==> src/rtl/logic_wave_arb.sv <==
// logic_wave_arb
//   Serialises wave-generation requests from the per-channel logic controllers.
//   Rising edges on logics_wave_req become pending events. Pending events are
//   granted round-robin and issued one at a time to the wave generator, using
//   a start/done handshake. A job that never completes is aborted after TMO
//   cycles in WAIT.
//
// Ports
//   clk              system clock
//   rst              synchronous, active-high reset
//   logics_wave_req  per-channel request levels (bit i = channel i+1)
//   ch_en            per-channel enable; a disabled channel loses its pending event
//   wave_done        1-cycle pulse: the active job has finished
//   ovf_clr          1-cycle pulse: clears ovf and tmo_err
//   wave_start       1-cycle pulse: issue the job on wave_ch
//   wave_ch          index of the issued/active job, held until the next issue
//   arb_busy         a job is being issued or is in flight
//   pend             pending-event bitmap
//   ovf              sticky: an event arrived on a channel that was already pending
//   tmo_err          sticky: a job timed out
//
// state | meaning
// IDLE  | no job in flight; grant the next pending channel, if there is one
// ISSUE | wave_start asserted for this single cycle
// WAIT  | waiting for wave_done; counting toward the timeout
module logic_wave_arb #(
  parameter int N_CH  = 8,
  parameter int IDX_W = 3,
  parameter int TMO   = 1000
) (
  input  logic             clk,
  input  logic             rst,
  input  logic [N_CH-1:0]  logics_wave_req,
  input  logic [N_CH-1:0]  ch_en,
  input  logic             wave_done,
  input  logic             ovf_clr,
  output logic             wave_start,
  output logic [IDX_W-1:0] wave_ch,
  output logic             arb_busy,
  output logic [N_CH-1:0]  pend,
  output logic [N_CH-1:0]  ovf,
  output logic             tmo_err
);

  typedef enum logic [1:0] {IDLE, ISSUE, WAIT} state_t;

  state_t            state, state_nx;
  logic [N_CH-1:0]   prev_req;
  logic [N_CH-1:0]   ev;
  logic [N_CH-1:0]   avail;
  logic [N_CH-1:0]   grant_oh;
  logic [N_CH-1:0]   ovf_set;
  logic [IDX_W-1:0]  last_grant;
  logic [IDX_W-1:0]  grant_idx;
  logic              grant_ok;
  logic              do_grant;
  logic              tmo_hit;
  logic [15:0]       cnt;

  assign ev    = logics_wave_req & ~prev_req & ch_en;
  assign avail = pend & ch_en;

  // Round-robin search: start one past the last grant and wrap around.
  // The final step (k = N_CH) revisits last_grant itself, so a lone
  // requester is still served.
  always_comb begin
    grant_ok  = 1'b0;
    grant_idx = '0;
    for (int k = 1; k <= N_CH; k++) begin
      if (!grant_ok && avail[(int'(last_grant) + k) % N_CH]) begin
        grant_ok  = 1'b1;
        grant_idx = IDX_W'((int'(last_grant) + k) % N_CH);
      end
    end
  end

  always_comb begin
    state_nx = state;
    do_grant = 1'b0;
    tmo_hit  = 1'b0;
    case (state)
      IDLE: begin
        if (grant_ok) begin
          do_grant = 1'b1;
          state_nx = ISSUE;
        end
      end
      ISSUE: state_nx = WAIT;
      WAIT: begin
        if (wave_done) begin
          state_nx = IDLE;
        end else if (cnt == 16'(TMO - 1)) begin
          tmo_hit  = 1'b1;
          state_nx = IDLE;
        end
      end
      default: state_nx = IDLE;
    endcase
  end

  always_comb begin
    grant_oh = '0;
    if (do_grant) grant_oh[grant_idx] = 1'b1;
  end

  // A channel that is being granted in this same cycle is not an overflow.
  // A new event on that channel simply re-queues it.
  assign ovf_set = ev & pend & ~grant_oh;

  assign wave_start = (state == ISSUE);
  assign arb_busy   = (state != IDLE);

  // prev_req tracks the inputs even during reset, so a level that is held
  // through reset does not count as an edge.
  always_ff @(posedge clk) begin
    prev_req <= logics_wave_req;
  end

  always_ff @(posedge clk) begin
    if (rst) begin
      state      <= IDLE;
      pend       <= '0;
      ovf        <= '0;
      tmo_err    <= 1'b0;
      wave_ch    <= '0;
      last_grant <= IDX_W'(N_CH - 1);
      cnt        <= '0;
    end else begin
      state   <= state_nx;
      // The event set wins over the grant clear; disabling the channel wins over both.
      pend    <= ((pend & ~grant_oh) | ev) & ch_en;
      ovf     <= (ovf & ~{N_CH{ovf_clr}}) | ovf_set;
      tmo_err <= (tmo_err & ~ovf_clr) | tmo_hit;
      if (do_grant) begin
        wave_ch    <= grant_idx;
        last_grant <= grant_idx;
      end
      if (state == ISSUE) begin
        cnt <= '0;
      end else if (state == WAIT && !wave_done && !tmo_hit) begin
        cnt <= cnt + 16'd1;
      end
    end
  end

endmodule

==> config.mk <==
export PLATFORM = sky130hd
export DESIGN_NAME = logic_wave_arb
export DESIGN_NICKNAME = d
export VERILOG_FILES = /design/src/rtl/logic_wave_arb.sv
export SDC_FILE = /design/constraint.sdc
export NUM_CORES = 1
export LEC_CHECK = 0
export ABC_AREA = 1
export BUFFER_PORTS_ARGS = -buffer_cell sky130_fd_sc_hd__buf_2
export CORE_MARGIN = 1.5
export CORE_UTILIZATION = 45
export CTS_CLUSTER_SIZE = 10
export DETAILED_ROUTE_END_ITERATION = 10
export MAX_ROUTING_LAYER = met4
export SYNTH_ARGS = -nofsm -noshare
export SYNTH_HDL_FRONTEND = slang
export SYNTH_SLANG_ARGS = --single-unit
==> constraint.sdc <==
create_clock -name clk -period 3.6 [get_ports clk]
set_clock_uncertainty 0.05 [all_clocks]
set_input_delay 0.18 -clock clk [delete_from_list [all_inputs] [get_ports clk]]
set_output_delay 0.18 -clock clk [all_outputs]
set_load 0.1 [all_outputs]
Word-level counts from Yosys, hierarchy flattened

Index checks and enable logic that the tools add are counted.

Input bits: 20
Word-level logic and storage cells: 139
Flip-flop bits (word level): 49
Output and inout port bits: 22

Add/subtract/negate cells: 9
Order comparisons: 10
Bitwise gates (word level): 24
Reduce and logical (&&, ||, !) cells: 31
Muxes and demuxes: 52
Eq/ne operators: 5

Operators by type and width:

| operator                                              | count |
|---|---|
| AND 8 bit                                             | 8 |
| < comparator 4 x 5 -> 1 bit, second input constant    | 8 |
| 2-to-1 mux 1 bit                                      | 30 |
| binary-select mux 1 bit (select 3 bit)                | 8 |
| 2-to-1 mux 3 bit                                      | 8 |
| NOT 8 bit                                             | 3 |
| OR reduction 3 bit                                    | 8 |
| adder 16 x 1 -> 16 bit, second input constant         | 1 |
| equality test 16 x 10 -> 1 bit, second input constant | 1 |
| bitwise OR 8 bit                                      | 2 |
| adder 3 bit, second input constant                    | 4 |
| logical AND 1 bit                                     | 10 |
| logical NOT 1 bit                                     | 9 |
| AND 1 bit, first input constant                       | 8 |
| 2-to-1 mux 8 bit                                      | 1 |
| adder 3 x 1 -> 3 bit, second input constant           | 2 |
| adder 3 x 2 -> 3 bit, second input constant           | 2 |
| 2-to-1 mux 2 bit                                      | 3 |
| case mux 2 bit (3 select lines)                       | 1 |
| < comparator 3 x 4 -> 1 bit, second input constant    | 1 |
| demux 1 bit (select 3 bit)                            | 1 |
| >= comparator 3 x 1 -> 1 bit, second input constant   | 1 |
| != test 3 bit, second input constant                  | 1 |
| equality test 2 x 1 -> 1 bit, second input constant   | 1 |
| 9 further kinds                                       | 9 |

Depth between registers and ports, before layout

Word-level depth: 37
Mapped depth: 20
Mapped depth without buffers: 19

Worst setup path before layout

OpenSTA, ideal clock, no wires.

Path kind: register to register
From: reg pend[7]
To: reg pend[4]
Path buffers: 0
Path slack: 0.916 ns
Library setup time: 0.119 ns
Data required time: 3.431 ns
Data arrival time: 2.515 ns
Stages on the path, launching flop included: 16
Period minus slack after synthesis: 2.684 ns
Path through: dfxtp_1 nand2_1 nand2_1 nand2_1 nand2_1 nand3_1 nand2_2 clkinv_2 nand4_4 nor2_1 nor2_2 nand3_2 a21oi_4 nand2_1 nand2_1 a21oi_2

Word-level cells in the longest chain between the ends: 35
Elaborated cells between the ends (all ways): 67
Classes of those cells: order compare: 2; mux: 45; bitwise: 5; reduce/logical: 15

RTL lines:

| item                                                | RTL line | RTL |
|---|---|---|
| from (decl)                                         | 40       | `output logic [N_CH-1:0] pend,` |
| from (signal assigned)                              | 131      | `pend <= ((pend & ~grant_oh) \| ev) & ch_en;` |
| AND 8 bit (*)                                       | 61       | `assign avail = pend & ch_en;` |
| binary-select mux 1 bit (select 3 bit)              | 70       | `if (!grant_ok && avail[(int'(last_grant) + k) % N_CH]) begin` |
| 2-to-1 mux 1 bit (not written as such) (2 in a row) | 70       |  |
| 2-to-1 mux 1 bit                                    | 70       |  |
| logical NOT 1 bit                                   | 70       |  |
| logical AND 1 bit                                   | 70       |  |
| 2-to-1 mux 1 bit                                    | 70       |  |
| logical NOT 1 bit                                   | 70       |  |
| [... 18 more ...]                                   | --       |  |
| logical AND 1 bit (not written as such)             | 103      | `if (do_grant) grant_oh[grant_idx] = 1'b1;` |
| 2-to-1 mux 1 bit (not written as such)              | 103      |  |
| demux 1 bit (select 3 bit)                          | 103      |  |
| 2-to-1 mux 8 bit (*)                                | 103      |  |
| NOT 8 bit (*)                                       | 131      |  |
| AND 8 bit (*)                                       | 131      |  |
| bitwise OR 8 bit (*)                                | 131      |  |
| AND 8 bit (*)                                       | 131      |  |

Mark *: on every way between the ends. The rest lies on a longest branch, timed or not. The select of a mux whose other input is x is not followed.
A chain may end at the register's enable or synchronous reset.

Worst setup path in the final report

From: reg last_grant[1]
To: reg ovf[0]

Word-level cells in the longest chain between the ends: 34
Elaborated cells between the ends (all ways): 73
Classes of those cells: add/sub: 8; order compare: 2; mux: 45; bitwise: 3; reduce/logical: 15

RTL lines:

| item                                                                                              | RTL line | RTL |
|---|---|---|
| from (decl)                                                                                       | 53       | `logic [IDX_W-1:0] last_grant;` |
| from (signal assigned)                                                                            | 126      | `last_grant <= IDX_W'(N_CH - 1);` |
| from (signal assigned)                                                                            | 136      | `last_grant <= grant_idx;` |
| adder 3 x 1 -> 3 bit                                                                              | 70, 72   |  |
| binary-select mux 1 bit (select 3 bit)                                                            | 70       |  |
| 2-to-1 mux 1 bit (not written as such) (2 in a row)                                               | 70       |  |
| 2-to-1 mux 1 bit                                                                                  | 70       |  |
| logical NOT 1 bit                                                                                 | 70       |  |
| logical AND 1 bit                                                                                 | 70       |  |
| 2-to-1 mux 1 bit                                                                                  | 70       |  |
| logical NOT 1 bit                                                                                 | 70       |  |
| [... 17 more ...]                                                                                 | --       |  |
| < comparator 3 x 4 -> 1 bit (not written as such) or >= comparator 3 x 1 -> 1 bit (tied branches) | 103      |  |
| logical AND 1 bit (not written as such)                                                           | 103      |  |
| 2-to-1 mux 1 bit (not written as such)                                                            | 103      |  |
| demux 1 bit (select 3 bit)                                                                        | 103      |  |
| 2-to-1 mux 8 bit (*)                                                                              | 103      |  |
| NOT 8 bit (*)                                                                                     | 108      | `assign ovf_set = ev & pend & ~grant_oh;` |
| AND 8 bit (*)                                                                                     | 108      |  |
| bitwise OR 8 bit (*)                                                                              | 132      | `ovf <= (ovf & ~{N_CH{ovf_clr}}) \| ovf_set;` |
| to (signal assigned)                                                                              | 132      |  |
| to (decl)                                                                                         | 41       | `output logic [N_CH-1:0] ovf,` |

Marked as above.

==> results.cfg <==
[outcome]
run_status = finished, violations left
violations = DRC

[grt]
grt.total_usage_pct = 21.8
grt_pass1_wl_mm = 12.2
grt_pass1_vias = 2562
antenna_found_initial = 0
global_route.overflow_total = 0
grt_start_max_net_pins = 20

[die]
io_pins = 42
die-area_um2 = 7220
floorplan.die.width_um = 85.0
floorplan.initialDensity_pct = 47.1
core_area_um2 = 6420
die_height_um = 85.0
rows = 29

[place]
dp_cells = 539
place.port_buffers = 41
gp_congestion = 1.02
dp_hpwl_mm = 5.79

[worst_setup_path]
required_ns = 3.73
worstSetupStartpointType = flop
worstPathCellList = inv_2 > ha_1 > inv_1 > nand3_1 > nand2_2 > nand2_2 > nand2_4 > nand3_2 > nor2_2 > nand3b_1 > nand3_1 > nand3_1 > nor2_1 > nand2_2 > nand2_1 > a21oi_1
path_class = reg -> reg
delay_contributed_by_the_slowest_stage_of_the_critical_path_ns = 0.43
critPathSlowestCell = sky130_fd_sc_hd__ha_1
critPathCaptureType = flop
crit_path_max_fanout = 11
worst-endpoint-arrival_ns = 2.92

[clock_network]
cts_inserted_buffers = 5
clk_pin_slew_worst_paths_ns = 0.10
cts_max_path_buffers = 2
post_cts_resized = 0
root_buffer = sky130_fd_sc_hd__clkbuf_8
cts.repair_timing.setup_buffer_count = 0
tritoncts_sink_count = 49
htreeDepth = 2
worst_skew_pair.late_latency_ns = 0.31
clock_tree_from_tritoncts = done

[layout]
synthToLayoutAreaGrowth_pct = 14.8
top_library_cells_by_usage_in_the_layout_fill_and_taps_aside = 107 x sky130_fd_sc_hd__nand2_1, 49 x sky130_fd_sc_hd__dfxtp_1, 44 x sky130_fd_sc_hd__nand3_1, 41 x sky130_fd_sc_hd__nor2_1, 41 x sky130_fd_sc_hd__buf_2
layout_commonest_cell = sky130_fd_sc_hd__nand2_1
nets = 500
diodes = 0
layout.core_utilization_pct = 54.1
non_filler_cells_in_the_finished_layout = 555
drive_gt1_share_pct = 26.4

[pwr]
power.ir.vdd_worst_uv = 468
power-per-cell-area_nw_per_um2 = 951
leakagePower_uw = 0.00153
post-layout-total-power_uw = 3310

[synth]
post-synth-top-area-fraction_pct = 32.4
synth_area_leader_cell = sky130_fd_sc_hd__dfxtp_1
synthTopCellsByArea = sky130_fd_sc_hd__dfxtp_1 32%, sky130_fd_sc_hd__nand2_1 13%, sky130_fd_sc_hd__nand3_1 7.3%
ys_seq_elements = 49
seq_area_frac_synth_pct = 32.4
synth_cells = 425
synthDistinctLibCells = 39
synth_warnings = 0
mappedNetlistNets = 448
netlist_area_um2 = 3030
syn-mean-instance-area_um2 = 7.12

[detailed_routing]
avgViaCountPerCell = 5.02
dr.first_iter.drc_count = 164
routed_wirelength_mm = 7.31
num_vias = 2785
ant_nets = 0
drt_drc_violations_left = 1
first_pass_iters = 8
drt-wirelength-per-cell_um = 13.2

[sta]
peak_freq_mhz = 358
setup-tns-final_ns = 0
slew-limit-headroom_pct = 67.2
grt_setup_unrepaired = false
fin_crit_sh_pct = 77.5
maxSlewViolCount = 0
period_needed_ns = 2.79
final.hold.worst_slack_ns = 0.103
hold_fails_final_rpt = 0
tightest_slew_ns = 0.496
setup_viol = 0

[flow_run]
maxCapViolCount = 0

[hold_path]
worst_hold_path_type = in -> reg
## layout make-up
class                           instances  area (µm²)
Multi-Input combinational cell        319        1810
Clock buffer                            5        68.8
Inverter                               50         189
Sequential cell                        49         981
Clock inverter                          3        26.3
Tap cell                               77        96.3
Fill cell                             634        2950
Timing Repair Buffer                   52         308
## Yosys cell counts (all sizes together)
library cell and instances:
o21ai 10, nor3 5, buf 5, o211ai 2, xnor2 3, clkinv 4
nand3b 11, nand3 66, or2 3, nor4 1, nand2 124, o31ai 1
nor2 47, dfxtp 49, xor2 4, inv 46, clkbuf 2, a21oi 31
nand4 8, ha 3
## critical path, delay by kind of cell, from the launching register on
| family | cells | cell delay [ns] |
|---|---|---|
| AOI/OAI and AO/OA | 1 | 0.05 |
| and+or+nand+nor | 12 | 1.40 |
| adders and majority gates | 1 | 0.43 |
| DFF | 1 | 0.35 |
| buffers and inverters | 2 | 0.38 |
## power by group
group	internal (µW)	total [µW]	switching (µW)
logic	707	2330	1620
registers	590	631	41.0
clock network	142	344	202
total	1440	3310	1870
## cell families after synthesis
kind of cell / share of synthesized area [%]
xor gates and xnor gates: 2.77
and+or+nand+nor: 46.7
buffers and inverters: 7.90
adders and majority gates: 1.24
DFF: 32.4
AOI/OAI and AO/OA: 9.02
## state kept, by name, summed over array words and instances, names as in the netlist
| name | cells |
|---|---|
| prev_req | 8 |
| cnt | 16 |
| state | 2 |
| last_grant | 3 |
| pend | 8 |
| ovf | 8 |
| tmo_err | 1 |
| wave_ch | 3 |
## final timing paths
path	startpoint	to	slack, ns	cells after the start
worst max-delay path	last_grant[1]	ovf[0]	0.81	16
worst min-delay path	ch_en[0]	pend[0]	0.10	3
worst max register to register	last_grant[1]	ovf[0]	0.81	16
worst min register to register	ovf[5]	ovf[5]	0.42	2
## metal layers
layer / up-vias / wire (µm) / share of wire [%] / global-route usage (%)
met5: - / 0 / 0 / -
met4: 0 / 46 / 0.63 / 4.62
met3: 6 / 199 / 2.7 / 3.02
met2: 51 / 3080 / 42 / 31.7
met1: 1239 / 3980 / 54 / 32.1
li1: 1489 / - / - / -
## through the flow
step                instance area (µm²)  setup slack, ns
detailed placement                 3300            0.828
finish                             3470            0.810
global route                       3470            0.511
global placement                   3300            0.811
floorplan                          3030            0.916
CTS                                3470            0.807
## timing repair
item                       in CTS  in global routing
hold endpoints to repair        8                  0
setup endpoints to repair       0                  0
hold buffers                    8                  0
(Power assumes the default switching activity.)
